File: src/rtl/i2c_cfg_sequencer_if.sv
// ============================================================================
//  Module   : i2c_cfg_sequencer_if
//  Brief    : Bus bundle between the config sequencer, its table ROM and the
//             downstream i2c_master (names seen from the sequencer side).
//  Revision : 1.0 - initial release
// ============================================================================
`default_nettype none

interface i2c_cfg_sequencer_if #(
  parameter int ADDR_W = 8
);
  logic [ADDR_W-1:0] o_rom_addr;
  logic [15:0]       i_rom_data;
  logic              o_wr;
  logic [7:0]        o_reg_addr;
  logic [7:0]        o_wdata;
  logic              i_busy;
  logic              i_nack_slave;
  logic              i_nack_addr;
  logic              i_nack_data;

  modport master (
    output o_rom_addr, o_wr, o_reg_addr, o_wdata,
    input  i_rom_data, i_busy, i_nack_slave, i_nack_addr, i_nack_data
  );

  modport slave (
    input  o_rom_addr, o_wr, o_reg_addr, o_wdata,
    output i_rom_data, i_busy, i_nack_slave, i_nack_addr, i_nack_data
  );
endinterface

`default_nettype wire

File: src/rtl/i2c_cfg_sequencer.sv
// ============================================================================
//  Module   : i2c_cfg_sequencer
//  Brief    : Walks a {reg_addr,data} ROM table and issues i2c_master register
//             writes with retry, delay entries and done/error reporting.
//  Revision : 1.0 - initial release
// ============================================================================
`default_nettype none

module i2c_cfg_sequencer #(
  parameter int CLK_FREQ      = 25_000_000,
  parameter int DELAY_MS      = 10,
  parameter int ADDR_W        = 8,
  parameter int MAX_RETRY     = 3,
  parameter int START_TIMEOUT = 16
) (
  input  logic              i_clk,
  input  logic              i_rstn,
  input  logic              i_start,
  i2c_cfg_sequencer_if.master bus,
  output logic              o_busy,
  output logic              o_done,
  output logic              o_error,
  output logic [ADDR_W-1:0] o_err_index
);

  localparam int c_DLY_CYC = CLK_FREQ / 1000 * DELAY_MS;
  localparam int c_DLY_W   = (c_DLY_CYC > 1) ? $clog2(c_DLY_CYC) : 1;
  localparam int c_TO_W    = (START_TIMEOUT > 2) ? $clog2(START_TIMEOUT) : 1;
  localparam int c_RTY_W   = (MAX_RETRY > 0) ? $clog2(MAX_RETRY + 1) : 1;

  localparam logic [c_DLY_W-1:0] c_DLY_LAST = c_DLY_W'(c_DLY_CYC - 1);
  // WAIT_START is entered the cycle after o_wr, so it gets one cycle less
  localparam logic [c_TO_W-1:0]  c_TO_LAST  = c_TO_W'(START_TIMEOUT - 2);
  localparam logic [c_RTY_W-1:0] c_RTY_MAX  = c_RTY_W'(MAX_RETRY);
  localparam logic [15:0]        c_EOT      = 16'hFFFF;
  localparam logic [15:0]        c_DLY_WORD = 16'hFFF0;

  localparam logic [3:0] S_IDLE       = 4'd0;
  localparam logic [3:0] S_FETCH      = 4'd1;
  localparam logic [3:0] S_DECODE     = 4'd2;
  localparam logic [3:0] S_ISSUE      = 4'd3;
  localparam logic [3:0] S_WAIT_START = 4'd4;
  localparam logic [3:0] S_WAIT_DONE  = 4'd5;
  localparam logic [3:0] S_CHECK      = 4'd6;
  localparam logic [3:0] S_DELAY      = 4'd7;
  localparam logic [3:0] S_DONE       = 4'd8;
  localparam logic [3:0] S_ERROR      = 4'd9;

  logic [3:0]         r_state;
  logic [ADDR_W-1:0]  r_rom_addr;
  logic [7:0]         r_reg_addr;
  logic [7:0]         r_wdata;
  logic [c_RTY_W-1:0] r_retry;
  logic [c_DLY_W-1:0] r_dly;
  logic [c_TO_W-1:0]  r_to;
  logic [ADDR_W-1:0]  r_err_index;
  logic               w_nack;
  logic               w_last;

  assign w_nack = bus.i_nack_slave | bus.i_nack_addr | bus.i_nack_data;
  assign w_last = &r_rom_addr;

  always_ff @(posedge i_clk or negedge i_rstn) begin
    if (!i_rstn) begin
      r_state     <= S_IDLE;
      r_rom_addr  <= '0;
      r_reg_addr  <= '0;
      r_wdata     <= '0;
      r_retry     <= '0;
      r_dly       <= '0;
      r_to        <= '0;
      r_err_index <= '0;
    end else begin
      case (r_state)
        S_IDLE, S_DONE, S_ERROR: begin
          if (i_start) begin
            r_state     <= S_FETCH;
            r_rom_addr  <= '0;
            r_retry     <= '0;
            r_err_index <= '0;
          end
        end
        S_FETCH: r_state <= S_DECODE;
        S_DECODE: begin
          if (bus.i_rom_data == c_EOT) begin
            r_state <= S_DONE;
          end else if (bus.i_rom_data == c_DLY_WORD) begin
            r_dly   <= c_DLY_LAST;
            r_state <= S_DELAY;
          end else begin
            r_reg_addr <= bus.i_rom_data[15:8];
            r_wdata    <= bus.i_rom_data[7:0];
            r_state    <= S_ISSUE;
          end
        end
        S_ISSUE: begin
          r_to    <= '0;
          r_state <= S_WAIT_START;
        end
        S_WAIT_START: begin
          if (bus.i_busy) begin
            r_state <= S_WAIT_DONE;
          end else if (r_to == c_TO_LAST) begin
            r_err_index <= r_rom_addr;
            r_state     <= S_ERROR;
          end else begin
            r_to <= r_to + 1'b1;
          end
        end
        S_WAIT_DONE: begin
          if (!bus.i_busy) r_state <= S_CHECK;
        end
        S_CHECK: begin
          if (w_nack) begin
            if (r_retry < c_RTY_MAX) begin
              r_retry <= r_retry + 1'b1;
              r_state <= S_ISSUE;
            end else begin
              r_err_index <= r_rom_addr;
              r_state     <= S_ERROR;
            end
          end else begin
            r_retry <= '0;
            if (w_last) begin
              r_state <= S_DONE;
            end else begin
              r_rom_addr <= r_rom_addr + 1'b1;
              r_state    <= S_FETCH;
            end
          end
        end
        S_DELAY: begin
          if (r_dly == '0) begin
            r_retry <= '0;
            if (w_last) begin
              r_state <= S_DONE;
            end else begin
              r_rom_addr <= r_rom_addr + 1'b1;
              r_state    <= S_FETCH;
            end
          end else begin
            r_dly <= r_dly - 1'b1;
          end
        end
        default: r_state <= S_IDLE;
      endcase
    end
  end

  // Status and strobe decode straight from state so reset clears them at once
  assign o_busy         = (r_state != S_IDLE) && (r_state != S_DONE) && (r_state != S_ERROR);
  assign o_done         = (r_state == S_DONE);
  assign o_error        = (r_state == S_ERROR);
  assign o_err_index    = r_err_index;
  assign bus.o_wr       = (r_state == S_ISSUE);
  assign bus.o_rom_addr = r_rom_addr;
  assign bus.o_reg_addr = r_reg_addr;
  assign bus.o_wdata    = r_wdata;

endmodule

`default_nettype wire

File: src/flat_wrapper.sv
// flat-port wrapper written by rule: the top's interface ports become plain ports
module i2c_cfg_sequencer_flat 
#(
  parameter int CLK_FREQ      = 25_000_000,
  parameter int DELAY_MS      = 10,
  parameter int ADDR_W        = 8,
  parameter int MAX_RETRY     = 3,
  parameter int START_TIMEOUT = 16
)
  (i_clk, i_rstn, i_start, o_busy, o_done, o_error, o_err_index, bus_o_rom_addr, bus_o_wr, bus_o_reg_addr, bus_o_wdata, bus_i_rom_data, bus_i_busy, bus_i_nack_slave, bus_i_nack_addr, bus_i_nack_data);
  i2c_cfg_sequencer_if #(.ADDR_W(ADDR_W)) bus_i ();
  input  logic i_clk;
  input  logic i_rstn;
  input  logic i_start;
  output logic o_busy;
  output logic o_done;
  output logic o_error;
  output logic [ADDR_W-1:0] o_err_index;
  output wire logic [$bits(bus_i.o_rom_addr)-1:0] bus_o_rom_addr;
  output wire logic [$bits(bus_i.o_wr)-1:0] bus_o_wr;
  output wire logic [$bits(bus_i.o_reg_addr)-1:0] bus_o_reg_addr;
  output wire logic [$bits(bus_i.o_wdata)-1:0] bus_o_wdata;
  input wire logic [$bits(bus_i.i_rom_data)-1:0] bus_i_rom_data;
  input wire logic [$bits(bus_i.i_busy)-1:0] bus_i_busy;
  input wire logic [$bits(bus_i.i_nack_slave)-1:0] bus_i_nack_slave;
  input wire logic [$bits(bus_i.i_nack_addr)-1:0] bus_i_nack_addr;
  input wire logic [$bits(bus_i.i_nack_data)-1:0] bus_i_nack_data;
  assign bus_o_rom_addr = bus_i.o_rom_addr;
  assign bus_o_wr = bus_i.o_wr;
  assign bus_o_reg_addr = bus_i.o_reg_addr;
  assign bus_o_wdata = bus_i.o_wdata;
  assign bus_i.i_rom_data = bus_i_rom_data;
  assign bus_i.i_busy = bus_i_busy;
  assign bus_i.i_nack_slave = bus_i_nack_slave;
  assign bus_i.i_nack_addr = bus_i_nack_addr;
  assign bus_i.i_nack_data = bus_i_nack_data;
  i2c_cfg_sequencer #(.CLK_FREQ(CLK_FREQ), .DELAY_MS(DELAY_MS), .ADDR_W(ADDR_W), .MAX_RETRY(MAX_RETRY), .START_TIMEOUT(START_TIMEOUT)) u_core (.i_clk(i_clk), .i_rstn(i_rstn), .i_start(i_start), .bus(bus_i), .o_busy(o_busy), .o_done(o_done), .o_error(o_error), .o_err_index(o_err_index));
endmodule
File: config.mk
export PLATFORM = sky130hd
export DESIGN_NAME = i2c_cfg_sequencer_flat
export DESIGN_NICKNAME = d
export VERILOG_FILES = /design/src/rtl/i2c_cfg_sequencer_if.sv /design/src/rtl/i2c_cfg_sequencer.sv /design/src/flat_wrapper.sv
export SDC_FILE = /design/constraint.sdc
export NUM_CORES = 1
export LEC_CHECK = 0
export ABC_AREA = 1
export CORE_MARGIN = 4
export CORE_UTILIZATION = 40
export DETAILED_ROUTE_END_ITERATION = 12
export SLEW_MARGIN = 20
export SYNTH_ARGS = -nofsm -noshare
export SYNTH_HDL_FRONTEND = slang
export SYNTH_SLANG_ARGS = --single-unit
export TNS_END_PERCENT = 50
File: constraint.sdc
create_clock -name i_clk -period 1.91 [get_ports i_clk]
set_input_delay 0.382 -clock i_clk [delete_from_list [all_inputs] [get_ports i_clk]]
set_output_delay 0.382 -clock i_clk [all_outputs]
set_load 0.05 [all_outputs]
==> results of run 1 <==
registers in the layout (all words and copies together) (netlist names):
signal and count:
u_core.r_to 4, u_core.bus.o_wdata 8, u_core.r_retry 2, u_core.r_state 4
u_core.bus.o_reg_addr 8, u_core.bus.o_rom_addr 8, u_core.o_err_index 8, u_core.r_dly 18
cells by family after synthesis:
logic type	count (synthesis)
AOI/OAI and AO/OA	37
and+or+nand+nor	339
adders and majority gates	5
buffers and inverters	56
xor gates and xnor gates	8
DFF	60
layer usage:
layer  vias to the layer above  global-route usage [%]
li1                       1791                       -
met5                         -                       0
met1                      1541                    23.4
met3                        15                    4.44
met2                        63                    28.2
met4                         0                    6.56
path summary, 6_finish.rpt:
| path | from | slack (ns) | endpoint |
|---|---|---|---|
| max | u_core.bus.o_reg_addr[6] | 0.05 | bus_o_reg_addr[6] |
| min | i_rstn | 0.007 | u_core.r_dly[7] |
| min reg2reg | u_core.bus.o_wdata[2] | 0.47 | u_core.bus.o_wdata[2] |
| min in group i_clk | u_core.bus.o_wdata[2] | 0.47 | u_core.bus.o_wdata[2] |
| max in group asynchronous | i_rstn | 1.34 | u_core.r_to[0] |
| max reg2reg | u_core.r_dly[1] | 0.19 | u_core.r_dly[1] |
repair_timing:
item / in CTS / in global routing
buffers inserted: 0 / 0
resized for setup: 8 / 21
pin swaps: 0 / 1
setup endpoints to repair: 8 / 45
cell usage in the layout, fill, tap and decap left out, types with 2 or more instances in the layout:
master and instances:
nand2_1 172, nor2_1 67, nand3_1 63, dfrtp_1 57, buf_4 36, inv_1 34
clkdlybuf4s50_1 23, o21ai_1 21, dlymetal6s2s_1 11, nand4_1 10, clkbuf_8 10, inv_2 9
a21oi_1 8, nand2_2 6, xor2_1 6, dlygate4sd2_1 6, buf_12 6, ha_1 5
nor2_2 4, o21ai_0 4, nor3_2 3, nor2_4 3, bufinv_16 3, dfrtp_2 3
nand3_2 2, a21oi_2 2, nand2_4 2, or2_2 2, xnor2_1 2
per-stage QoR:
step | cell area (um^2) | hold WS [ns]
after global placement | 4400 | 0.400
after CTS | 4650 | 0.0263
after detailed placement | 4400 | 0.395
after floorplan | 3560 | 0.0864
final | 4700 | 0.00677
after global routing | 4700 | 0.0364
power by group through the flow:
stage	clock, mW	sequential (mW)	combinational (mW)
6_report	1.42	1.96	3.42
5_1_grt	1.51	2.02	3.80
4_1_cts	1.45	1.95	3.42
3_5_place_dp	0	1.97	3.44
3_3_place_gp	0	1.97	3.41
2_1_floorplan	0	2.49	1.77
area by class of cell:
class,count,area (um^2)
multi-input cells,389,1840
repair buffers,83,816
inverters,43,161
well taps,108,135
clock inverters,4,97.6
fillers,843,3980
flip-flops and latches,60,1510
clock buffers,11,141
==> flow_metrics.tcl, run 1 <==
set metrics [dict create \
    outcome "finished, final reports clean" \
    endpoint_kind "output pin" \
    cpPeakStageDelay_ns 0.80 \
    synth-seq-area-share_pct 42.2 \
    synth-compound-area-share_pct 5.52 \
    pwr-share-seq_pct 28.9 \
    hpwl_um 6390 \
    dp_cells 683 \
    syn_inst 505 \
    synth-xor-area-share_pct 1.97 \
    async_flop_share_pct 100 \
    core_um2 8680 \
    portBuffers 58 \
    grt_max_degree 30 \
    slew_headroom_pct 64.8 \
    cp_max_fo 2 \
    cts_max_level 3 \
    area_growth_pct 32.1 \
    worstSetupPathType "register to output pin" \
    diodes 0 \
    start_util_pct 41.0 \
    final_cells 698 \
    path_buf_inv 1 \
    yosys_most_used_dff "dfrtp_1" \
    finish.utilization_pct 54.2 \
    io-pin-count 59 \
    synth_area_um2 3560 \
    setup_ws_ns 0.0467 \
    crit_arrival_ns 1.48 \
    fin_skew_ns 0.00979 \
    ant_nets 0 \
    power.total_mw 6.80 \
    dpl_worst_slack_ns 0.0128 \
    drive_gt1_share_pct 16.3 \
    hold_viol 0 \
    power_leakage_nw 2.48 \
    drt_iter0_drc 102 \
    grt_pass1_wl_um 14800 \
    dieHeight_um 102 \
    route.detailed.drc 0 \
    grt-ovfl-total 0 \
    cp_slowest_cell "clkdlybuf4s50_1" \
    setup_violations 0 \
    synth_edf_count 0 \
    nNetsFinal 614 \
    synth.mux.area_fraction_pct 0 \
    startpoint_type "register" \
    period_needed_ns 1.86 \
    tightest_slew_ns 0.527 \
    clock-sinks 60 \
    pwr-share-comb_pct 50.3 \
    clockRootBuffer "clkbuf_8" \
    antenna_found_initial 0 \
    die_x_um 102 \
    clkPwrFrac_pct 20.9 \
    crit_chain "clkdlybuf4s50_1" \
    first_global_vias 3263 \
    ctsHoldBuffers 0 \
    synth_top_family_by_area "simple AND/OR/NAND/NOR gates" \
    die_area_um2 10500 \
    ir_drop_mv 0.738 \
    clk-insertion-delay-late_ns 0.34 \
    p_int_mw 3.72 \
    syn_area_per_cell_um2 7.05 \
    synth-seq-cells 60 \
    cts_made_buffers 9 \
    finalSetupTns_ns 0 \
    fmax_mhz 537 \
    ys_top_cells_by_area "dfrtp_1 42%, nand2_1 18%, nand3_1 8.9%" \
    net-switching-power_mw 3.08 \
    clk_pin_slew_worst_paths_ns 0.07 \
    dr_total_vias 3410 \
    wirelength_um 8660 \
    synth-simple-area-share_pct 41.4 \
    synth_fp_nets 533 \
    power.density_nw_per_um2 1450 \
    wl_per_cell_um 12.4 \
    synth_area_leader_cell "dfrtp_1" \
    cts_tree "built" \
    synthTopCellsByCount "174 x nand2_1, 68 x nor2_1, 63 x nand3_1" \
    yosys_warnings 0 \
    cap_violations 0 \
    cp.depth 1 \
    wl_met2_um 4000 \
    rows 34 \
    clk_path_buf_depth 2 \
    min_period_over_period_pct 97.6 \
    hp-class "primary input to asynchronous set/reset pin" \
    netSwitchingFraction_pct 45.3 \
    track_usage_pct 17.7 \
    synth_fa_ha_area_share_pct 1.76 \
    wl_met1_um 4120 \
    yosys.area.top_type_share_pct 42.2 \
    rsz0062_at_grt "no" \
    top_layer "met4" \
    worstPathRequired_ns 1.53 \
    crit_family "buffers and inverters" \
    via_per_inst 4.89 \
    r2r.worst_path.cells 9 \
    slew_violations 0 \
    ys_types 30 \
    wl_met3_um 405 \
    yosysMostFrequentCell "nand2_1" \
    gp_congestion 0.891 \
    first_pass_iters 5 \
]
No activity file was read; power rests on OpenSTA's default activity.
==> inputs of run 2 (changes only) <==
MAX_ROUTING_LAYER = met4   (was not set)
PLACE_DENSITY = 0.65   (was not set)
clock period = 1.5 ns   (was 1.91 ns; I/O delays follow)
==> run 2 against run 1 <==
  * Clock skew fell by 0.0030 ns
  * Global-route usage rose by 4.3 points
  * The run now ends with negative setup slack left
  * Non-clock buffer count rose by 82
  * Critical endpoint is now bus_o_wr
  * Die area did not move
==> flow_metrics.tcl, run 2 (synthesis results as in run 1) <==
set metrics [dict create \
    outcome "complete, but fails checks" \
    violations "negative setup slack" \
    worstSetupPathType "register to output pin" \
    final_cell_mix "153 x nand2_1, 88 x buf_4, 58 x nand3_1" \
    wl_per_cell_um 13.8 \
    slew_headroom_pct 77.4 \
    grt_max_degree 61 \
    ant_nets 0 \
    drive_gt1_share_pct 36.4 \
    wl_met3_um 424 \
    first_global_vias 3955 \
    dr_total_vias 3941 \
    grt-ovfl-total 0 \
    crit_path_end "bus_o_wr" \
    io-pin-count 59 \
    timing.rr.end "u_core.r_state[0]" \
    clk_path_buf_depth 2 \
    clockRootBuffer "clkbuf_8" \
    portBuffers 58 \
    die_x_um 102 \
    power.total_mw 10.5 \
    diodes 0 \
    hpwl_um 7370 \
    final_common_cell "nand2_1" \
    grt_pass1_wl_um 17800 \
    cts_tree "built" \
    dieHeight_um 102 \
    core_um2 8680 \
    hold_viol 0 \
    min_period_over_period_pct 111 \
    slew_violations 0 \
    hp-class "primary input to asynchronous set/reset pin" \
    setup_violations 62 \
    crit_start "u_core.r_state[0]" \
    cap_violations 0 \
    cts_made_buffers 9 \
    fmax_mhz 600 \
    rows 34 \
    startpoint_type "register" \
    gp_congestion 0.874 \
    clk_pin_slew_worst_paths_ns 0.06 \
    setup_ws_ns -0.168 \
    dp_cells 742 \
    drt_iter0_drc 158 \
    reg2reg_from "u_core.r_state[0]" \
    final_cells 781 \
    cts_max_level 3 \
    wl_met2_um 5470 \
    largest_register "u_core.r_dly" \
    via_per_inst 5.05 \
    crit_arrival_ns 1.37 \
    cp_max_fo 3 \
    tightest_slew_ns 0.339 \
    top_layer "met4" \
    ir_drop_mv 1.14 \
    antenna_found_initial 0 \
    power_leakage_nw 2.88 \
    power.density_nw_per_um2 1760 \
    clock-sinks 60 \
    start_util_pct 41.0 \
    fin_skew_ns 0.00677 \
    r2r.worst_path.cells 10 \
    rrSetupSlack_ns -0.12 \
    die_area_um2 10500 \
    nNetsFinal 696 \
    wirelength_um 10800 \
    wl_met1_um 4600 \
    largest_register_ffs 18 \
    clk-insertion-delay-late_ns 0.35 \
    rsz0062_at_grt "yes" \
    worstPathRequired_ns 1.20 \
    endpoint_kind "output pin" \
    period_needed_ns 1.67 \
    area_growth_pct 67.5 \
    first_pass_iters 4 \
    route.detailed.drc 0 \
    track_usage_pct 22.1 \
]
## run 2: changes by cell type in the layout (fill, tap and decap cells not counted), sizes merged
| cell | before | now |
|---|---|---|
| dlygate4sd3 | 0 | 1 |
| clkbuf | 11 | 13 |
| buf | 43 | 141 |
| dlymetal6s2s | 11 | 0 |
| bufinv | 3 | 1 |
| dlygate4sd2 | 6 | 0 |
| clkdlybuf4s50 | 23 | 21 |
| clkinv | 0 | 3 |
## run 2: worst max-delay path, cell delays in order, from the launching register on
cell	delay (ns)
dfrtp_1	0.42
buf_6	0.15
nand2_8	0.06
nor3_4	0.23
buf_12	0.17
## run 2: final cells by class
type	count	area, um^2
Fill cell	666	2720
Clock buffer	11	131
Tap cell	108	135
Timing Repair Buffer	165	1900
Inverter	43	166
Multi-Input combinational cell	389	2070
Sequential cell	60	1510
Clock inverter	5	52.6
## run 2: power breakdown
part | leakage, nW | switching [mW] | internal, mW
Combinational | 2.01 | 3.54 | 2.98
Clock | 0.0931 | 0.667 | 0.759
Sequential | 0.781 | 0.451 | 2.08
Total | 2.88 | 4.66 | 5.82
## run 2: layer usage
metal	track usage (%)	up-vias
li1	-	1952
met1	26.7	1865
met2	36.9	94
met3	3.41	30
met4	8.88	0
met5	-	-
## run 2: worst min path at each step
stage,slack [ns],to
floorplan,0.004,u_core.bus.o_reg_addr[0]
detailed placement,0.34,u_core.bus.o_reg_addr[6]
finish,0.50,u_core.bus.o_reg_addr[6]
CTS,0.50,u_core.r_retry[1]
global placement,0.33,u_core.bus.o_reg_addr[6]
global route,0.51,u_core.r_retry[1]
## run 2: timing repair
| action | 4_1_cts | 5_1_grt |
|---|---|---|
| hold buffers | 1 | 0 |
| buffers inserted | 16 | 4 |
| setup endpoints to repair | 40 | 64 |
| gates cloned | 0 | 2 |
| endpoints found under the hold margin | 60 | 0 |
| resized for setup | 29 | 33 |
| pin swaps | 11 | 3 |
## run 2: per-stage QoR
step | utilization, % | setup WS, ns | area, um^2 | hold WS, ns | TNS, ns
finish | 68.7 | -0.168 | 5960 | 0.503 | -4.33
global route | 68.7 | -0.223 | 5960 | 0.514 | -9.04
CTS | 66.5 | -0.168 | 5770 | 0.501 | -3.20
detailed placement | 61.6 | -0.310 | 5340 | 0.338 | -12.99
global placement | 61.6 | -0.239 | 5340 | 0.333 | -10.77
floorplan | - | -0.131 | 3650 | 0.00441 | -0.747
==> inputs of run 3 (changes only) <==
CAP_MARGIN = 5   (was not set)
CTS_CLUSTER_DIAMETER = 100   (was not set)
==> results of run 3 <==
Final layout, timing and power as in run 2 (identical DEF).
